$ cat src/rtl/fx_pkg.sv
// Shared constants for the fx_hub read concentrator: field widths, miss data
// and FSM state encodings.
package fx_pkg;

  localparam int FX_ID_W    = 6;
  localparam int FX_LADDR_W = 10;
  localparam int FX_DATA_W  = 8;

  localparam logic [FX_DATA_W-1:0] FX_MISS_DATA = 8'hEE;

  localparam logic [1:0] ST_IDLE = 2'd0;
  localparam logic [1:0] ST_WAIT = 2'd1;
  localparam logic [1:0] ST_DONE = 2'd2;

  // Saturating increment for 8-bit statistics counters.
  function automatic logic [7:0] sat_inc(input logic [7:0] val);
    return (val == 8'hFF) ? val : val + 8'd1;
  endfunction

endpackage

$ cat src/rtl/fx_id_dec.sv
// Module-id decoder: maps a 6-bit id onto the lowest slot whose MOD_IDS entry
// matches it, reporting hit when any slot matches.
module fx_id_dec
  import fx_pkg::*;
#(
  parameter int                         N_SLV   = 8,
  parameter int                         IDX_W   = 3,
  parameter logic [N_SLV*FX_ID_W-1:0]   MOD_IDS = '0
) (
  input  logic [FX_ID_W-1:0] id,
  output logic [IDX_W-1:0]   idx,
  output logic               hit
);

  // Scanning from the top slot down lets the lowest matching slot win.
  always_comb begin
    idx = '0;
    hit = 1'b0;
    for (int i = N_SLV - 1; i >= 0; i--) begin
      if (MOD_IDS[i*FX_ID_W +: FX_ID_W] == id) begin
        idx = IDX_W'(i);
        hit = 1'b1;
      end
    end
  end

endmodule

$ cat src/rtl/fx_hub.sv
// Read concentrator: one read in flight, fixed slave latency, registered return
// data. Statistics counters exist only when FX_HUB_STAT_EN is defined.
module fx_hub
  import fx_pkg::*;
#(
  parameter int                       N_SLV     = 8,
  parameter int                       RD_LAT    = 2,
  parameter logic [N_SLV*FX_ID_W-1:0] MOD_IDS   = {6'h22, 6'h21, 6'h20, 6'h13,
                                                   6'h12, 6'h11, 6'h02, 6'h01},
  parameter logic [FX_DATA_W-1:0]     MISS_DATA = FX_MISS_DATA
) (
  input  logic                       clk_sys,
  input  logic                       rst_n,
  input  logic                       fx_rd,
  input  logic [15:0]                fx_raddr,
  input  logic [N_SLV*FX_DATA_W-1:0] fx_q_slv,
  input  logic                       stat_clr,
  output logic [FX_DATA_W-1:0]       fx_q,
  output logic                       fx_q_vld,
  output logic                       fx_busy,
  output logic [7:0]                 miss_cnt,
  output logic [7:0]                 ovl_cnt
);

  localparam int IDX_W = (N_SLV > 1) ? $clog2(N_SLV) : 1;

  logic [1:0]           state;
  logic [3:0]           lat_cnt;
  logic [IDX_W-1:0]     idx_q;
  logic                 miss_q;
  logic [IDX_W-1:0]     dec_idx;
  logic                 dec_hit;
  logic [FX_DATA_W-1:0] slot_data;
  logic [FX_LADDR_W-1:0] unused_laddr;

  assign unused_laddr = fx_raddr[FX_LADDR_W-1:0];

  fx_id_dec #(
    .N_SLV   (N_SLV),
    .IDX_W   (IDX_W),
    .MOD_IDS (MOD_IDS)
  ) u_dec (
    .id  (fx_raddr[FX_LADDR_W +: FX_ID_W]),
    .idx (dec_idx),
    .hit (dec_hit)
  );

  assign slot_data = fx_q_slv[idx_q*FX_DATA_W +: FX_DATA_W];
  assign fx_busy   = (state != ST_IDLE);

  // Return data is captured on the edge entering DONE, which is exactly when
  // the slave data becomes valid RD_LAT cycles after the strobe.
  always_ff @(posedge clk_sys or negedge rst_n) begin
    if (!rst_n) begin
      state    <= ST_IDLE;
      lat_cnt  <= '0;
      idx_q    <= '0;
      miss_q   <= 1'b0;
      fx_q     <= '0;
      fx_q_vld <= 1'b0;
    end else begin
      fx_q_vld <= 1'b0;
      case (state)
        ST_IDLE: begin
          if (fx_rd) begin
            idx_q   <= dec_idx;
            miss_q  <= !dec_hit;
            lat_cnt <= 4'(RD_LAT);
            state   <= ST_WAIT;
          end
        end
        ST_WAIT: begin
          if (lat_cnt == 4'd1) begin
            fx_q     <= miss_q ? MISS_DATA : slot_data;
            fx_q_vld <= 1'b1;
            state    <= ST_DONE;
          end else begin
            lat_cnt <= lat_cnt - 4'd1;
          end
        end
        ST_DONE: state <= ST_IDLE;
        default: state <= ST_IDLE;
      endcase
    end
  end

`ifdef FX_HUB_STAT_EN
  logic miss_evt;
  logic ovl_evt;

  assign miss_evt = (state == ST_IDLE) && fx_rd && !dec_hit;
  assign ovl_evt  = (state != ST_IDLE) && fx_rd;

  // A clear takes priority over any increment in the same cycle.
  always_ff @(posedge clk_sys or negedge rst_n) begin
    if (!rst_n) begin
      miss_cnt <= '0;
      ovl_cnt  <= '0;
    end else if (stat_clr) begin
      miss_cnt <= '0;
      ovl_cnt  <= '0;
    end else begin
      if (miss_evt) miss_cnt <= sat_inc(miss_cnt);
      if (ovl_evt)  ovl_cnt  <= sat_inc(ovl_cnt);
    end
  end
`else
  logic unused_stat_clr;

  assign unused_stat_clr = stat_clr;
  assign miss_cnt        = 8'h00;
  assign ovl_cnt         = 8'h00;
`endif

endmodule

$ cat config.mk
export PLATFORM = sky130hd
export DESIGN_NAME = fx_hub
export DESIGN_NICKNAME = d
export VERILOG_FILES = /design/src/rtl/fx_pkg.sv /design/src/rtl/fx_id_dec.sv /design/src/rtl/fx_hub.sv
export SDC_FILE = /design/constraint.sdc
export NUM_CORES = 1
export LEC_CHECK = 0
export CAP_MARGIN = 10
export CELL_PAD_IN_SITES_DETAIL_PLACEMENT = 0
export CELL_PAD_IN_SITES_GLOBAL_PLACEMENT = 1
export CORE_ASPECT_RATIO = 1.5
export CORE_MARGIN = 1.5
export CORE_UTILIZATION = 26
export CTS_CLUSTER_SIZE = 16
export DETAILED_ROUTE_END_ITERATION = 7
export GPL_TIMING_DRIVEN = 0
export PLACE_DENSITY_LB_ADDON = 0.15
export SLEW_MARGIN = 0
export SYNTH_ARGS = -nofsm -noshare
export SYNTH_HDL_FRONTEND = slang
export SYNTH_SLANG_ARGS = --single-unit
$ cat constraint.sdc
create_clock -name clk_sys -period 2.7 [get_ports clk_sys]
set_clock_uncertainty 0.15 [all_clocks]
set_input_delay 0.405 -clock clk_sys [delete_from_list [all_inputs] [get_ports clk_sys]]
set_output_delay 0.405 -clock clk_sys [all_outputs]
set_load 0.005 [all_outputs]
After elaboration in Yosys (flattened, before gate mapping) --
Cells that the tools add are included.
Storage, ports and cells: register bits after elaboration 19, logic and storage cells 54, bits in read-only memories 0, input port bits 84, memories kept 0, latch bits 0, RAM bits 0, output and inout bits 26
Cells by class: reduce and logical (&&, ||, !) cells 8, bitwise gates (word level) 0, $lt $le $gt $ge 0, shift operators 1, $mul 0, multiplexer cells 25, add/subtract/negate cells 1, equality and inequality tests 13, div/mod/pow operators 0
Operators with widths (number):
- $shiftx A64 B7 Y8 | 1
- $mux W3 | 8
- $eq A5 B6 Y1 const A | 3
- $eq A6 B6 Y1 const A | 3
- $mux W1 | 10
- $mux W4 | 2
- $mux W8 | 1
- $pmux W4 S2 | 1
- $eq A1 B6 Y1 const A | 1
- $eq A2 B6 Y1 const A | 1
- $ne A2 B2 Y1 const B | 3
- $reduce_and A2 Y1 | 3
- $eq A4 B1 Y1 const B | 1
- $mux W2 | 2
- $pmux W2 S2 | 1
- $reduce_bool A2 Y1 | 2
- $sub A4 B1 Y4 const B | 1
- $reduce_and A3 Y1 | 1
- $eq A2 B1 Y1 const B | 1
- $logic_not A2 Y1 | 1
- $logic_not A1 Y1 | 1

Depth between registers and ports, before layout --
depth after elaboration 10, depth in mapped cells 7, mapped depth without buffers 6

Hierarchy --
A second synthesis with hierarchy kept.
Second synthesis, totals: cells, all modules 149, area, all modules 1520.2 sq um
By module, submodules not included:
- fx_hub | instances 1, area an instance 1421.4 sq um, sequential area each 475.5 sq um, cells an instance 136
- fx_id_dec | instances 1, area an instance 98.8 sq um, sequential area each 0.0 sq um, cells an instance 13

Worst setup path before layout --
OpenSTA, ideal clock, no wires.
path kind register -> register, from reg lat_cnt[1], to reg lat_cnt[0], arrival 1536 ps, data required time 2429 ps, setup time 121 ps, clock period less this slack 1807 ps, buffers on the path 0, stages on the path, launching flop included 7, path slack 893 ps, path through dfrtp_1 -> inv_1 -> ha_1 -> nor3b_1 -> nor2_1 -> mux2_2 -> a22o_1
On the way: word-level cells in the longest chain between the ends 3
Ends and longest elaborated chain:
- from (decl) | RTL line fx_hub.sv:28 | logic [3:0] lat_cnt;
- from (signal assigned) | RTL line fx_hub.sv:68 | lat_cnt <= 4'(RD_LAT);
- from (signal assigned) | RTL line fx_hub.sv:78 | lat_cnt <= lat_cnt - 4'd1;
- $eq A4 B1 Y1 | RTL line fx_hub.sv:73 | if (lat_cnt == 4'd1) begin
- $ne A2 B2 Y1 (no line)
- $reduce_and A3 Y1 (no line)
Every way passes these cells. A chain may end at the register's enable or synchronous reset.

Worst setup path in the final report --
Ends and elaborated chain as after synthesis.

==> impl_metrics.yaml <==
floorplanning:
  pin_count: 110
  row_count: 33
  die_h_um: 96.42
  dieArea_um2: 6294
  die_w_um: 65.28
  coreArea_um2: 5533
  initial_core_util_pct: 27.34
power_and_ir_drop:
  p_per_area_nw_per_um2: 592.9
  p_int_mw: 0.9663
  pwr-share-clk_pct: 13.2
  ir_worst_vdd_v: 0.0002284
  pwr-share-comb_pct: 55.5
  seqPwrFrac_pct: 31.4
  sw_frac_of_total_pct: 35.39
  power_switching_mw: 0.5293
  p_leak_nw: 0.9919
yosys:
  postSynthCellCount: 155
  ys_ff_latch: 19
  avgSynthCellArea_um2: 9.759
  synth_edf_count: 0
  yosysTopAreaCell: "dfrtp_1"
  syn_area_um2: 1513
  synthArstFlopShare_pct: 100.0
  synth_flop_cell: "dfrtp_1"
  synth.top_cell.area_share_pct: 31.43
  synth.yosys.warnings: 0
  synth.area.top_cells: "dfrtp_1 (31%), mux4_2 (12%), buf_4 (8.4%)"
  synth.distinct_cells: 36
  yosysSeqAreaShare_pct: 31.43
cts:
  cts_setup_buffers: 0
  h-tree-depth: 1
  clk_latency_ns: 0.25
  cts_hold_buf: 0
  numCtsBuffers: 3
  clk_pin_slew_ns: 0.07
  cts_root_buf: "clkbuf_8"
  clockBufferDepth: 2
  cts_num_sinks: 19
  ctsResizeCount: 0
  cts_tree: "yes"
finish:
  area_growth_pct: 66.75
  insertedDiodeCount: 0
  postLayoutCellArea_um2: 2522
  finalNetCount: 343
  drive_above_1_share_pct: 15.63
  stdcell_count: 326
  postLayoutCoreUtil_pct: 45.59
  layout_common_cells: "clkdlybuf4s50_1 (82), dfrtp_1 (19), buf_4 (17), nand2_1 (17), conb_1 (16)"
  layout_commonest_cell: "clkdlybuf4s50_1"
placement:
  dpl.hpwl_mm: 3.790
  dpl.cell_count: 322
  placed_area_um2: 2477
  place_congestion: 0.7490
  port_buffers: 82
outcome:
  status: "finished clean"
setup_path:
  reg2reg_slack_ns: 0.68
  path_class: "reg -> reg"
  regToRegEndpoint: "lat_cnt[0]$_DFFE_PN0P_"
  worst-path-max-fanout: 6
  worstPathRequired_ns: 2.69
  worstSetupStartpointType: "flip-flop"
  rr_worst_depth: 6
  arrival_ns: 2.02
  cp-end-kind: "flip-flop"
  cp-startpoint: "lat_cnt[1]$_DFFE_PN0P_"
  r2r_start: "lat_cnt[1]$_DFFE_PN0P_"
timing:
  slew_viol_final: 0
  final.period_utilization_pct: 74.98
  clock.fmax_mhz: 494.0
  max_slew.worst_pin.slew_ns: 0.8912
  finalHoldViolations: 0
  finalSetupTns_ns: 0
  setup_viol: 0
  grt_setup_unrepaired: "false"
  slew_headroom_pct: 40.40
  min_period_ns: 2.024
run:
  maxCapViolations: 0
route:
  routed_wl_mm: 4.343
  firstDrtPassIters: 4
  drc_errors: 0
  drtIter0Drc: 47
  wl_per_cell_um: 13.32
  avgViaCountPerCell: 4.488
  vias: 1463
  postRouteAntennaNets: 0
hold_path:
  hold-path-endpoint: "fx_q[0]$_DFFE_PN0P_"
  min_from: "fx_q[0]$_DFFE_PN0P_"
  hp-class: "reg -> reg"
  worstHoldPathCells: 2
global_routing:
  antenna_found_initial: 0
  grt_pass1_wl_mm: 6.741
  grt_max_degree: 20
  overflow: 0
  grt_usage_pct: 13.98
  grt_pass1_vias: 1470
==> power groups by stage <==
stage / Clock [mW] / Combinational [mW] / Sequential, mW
6_report: 0.197 / 0.830 / 0.469
5_1_grt: 0.220 / 0.921 / 0.484
4_1_cts: 0.204 / 0.846 / 0.473
3_5_place_dp: 0 / 0.842 / 0.478
3_3_place_gp: 0 / 0.832 / 0.478
2_1_floorplan: 0 / 0.508 / 0.466
==> cell families after synthesis <==
group	Yosys count	share of synthesized area, %
AND/OR/NAND/NOR	49	16.63
AO/OA/AOI/OAI	30	12.90
buffers and inverters	26	11.66
multiplexers	25	23.74
flip-flops	19	31.43
XOR/XNOR	3	1.737
adder cells (fa/ha/maj)	2	1.654
other	1	0.2479
==> state kept, by name (all words and copies together), names as in the netlist <==
name and flops:
fx_q 8, lat_cnt 4, idx_q 3, state 2, fx_q_vld 1, miss_q 1
==> per-layer routing <==
layer	wire length (um)	GRT usage [%]	part of all wire [%]	vias up
met5	0	0	0	-
met4	21	3.646	0.48	0
met3	273	3.476	6.3	2
met2	2431	25.09	56	46
met1	1617	16.52	37	674
li1	-	-	-	741
==> synthesized netlist by cell type, drive strengths merged (2+ instances only) <==
| master | count |
|---|---|
| buf | 19 |
| dfrtp | 19 |
| nand2 | 17 |
| mux2i | 10 |
| nor2 | 10 |
| mux4 | 8 |
| nor3 | 8 |
| a21oi | 7 |
| mux2 | 7 |
| a31oi | 6 |
| o21ai | 6 |
| clkbuf | 4 |
| nor2b | 4 |
| inv | 3 |
| xnor2 | 3 |
| a22o | 2 |
| ha | 2 |
| nand3 | 2 |
| nand3b | 2 |
| o2111ai | 2 |
| or3 | 2 |
==> worst max path at each step <==
| stage | end | slack [ns] | cells past startpoint |
|---|---|---|---|
| 3_3_place_gp | lat_cnt[0]$_DFFE_PN0P_ | 0.67 | 6 |
| 4_1_cts | lat_cnt[0]$_DFFE_PN0P_ | 0.65 | 6 |
| 2_1_floorplan | lat_cnt[0]$_DFFE_PN0P_ | 0.89 | 6 |
| 3_5_place_dp | lat_cnt[0]$_DFFE_PN0P_ | 0.69 | 6 |
| 5_1_grt | lat_cnt[0]$_DFFE_PN0P_ | 0.52 | 6 |
| 6_report | lat_cnt[0]$_DFFE_PN0P_ | 0.68 | 6 |
==> stage by stage <==
step	total power, mW	setup slack [ns]	hold slack [ns]
final	1.496	0.6756	0.3696
after global routing	1.625	0.5160	0.4316
after CTS	1.523	0.6510	0.3764
after detailed placement	1.320	0.6852	0.3558
after global placement	1.310	0.6654	0.3590
after floorplan	0.9740	0.8925	-0.04059
==> cell type report <==
class	count	area (um^2)
timing repair buffer	82	820.8
tap	70	87.58
multi-input combinational	125	917.1
buffer	23	165.2
clock buffer	4	45.04
inverter	3	11.26
sequential	19	475.5
fill	574	3010
==> critical path, stage by stage (launching register included) <==
cell,delay [ns]
dfrtp_1,0.38
inv_1,0.11
ha_1,0.17
nor3b_1,0.53
nor2_1,0.12
mux2_2,0.29
a22o_1,0.18
Power figures use the tool's default switching activity.
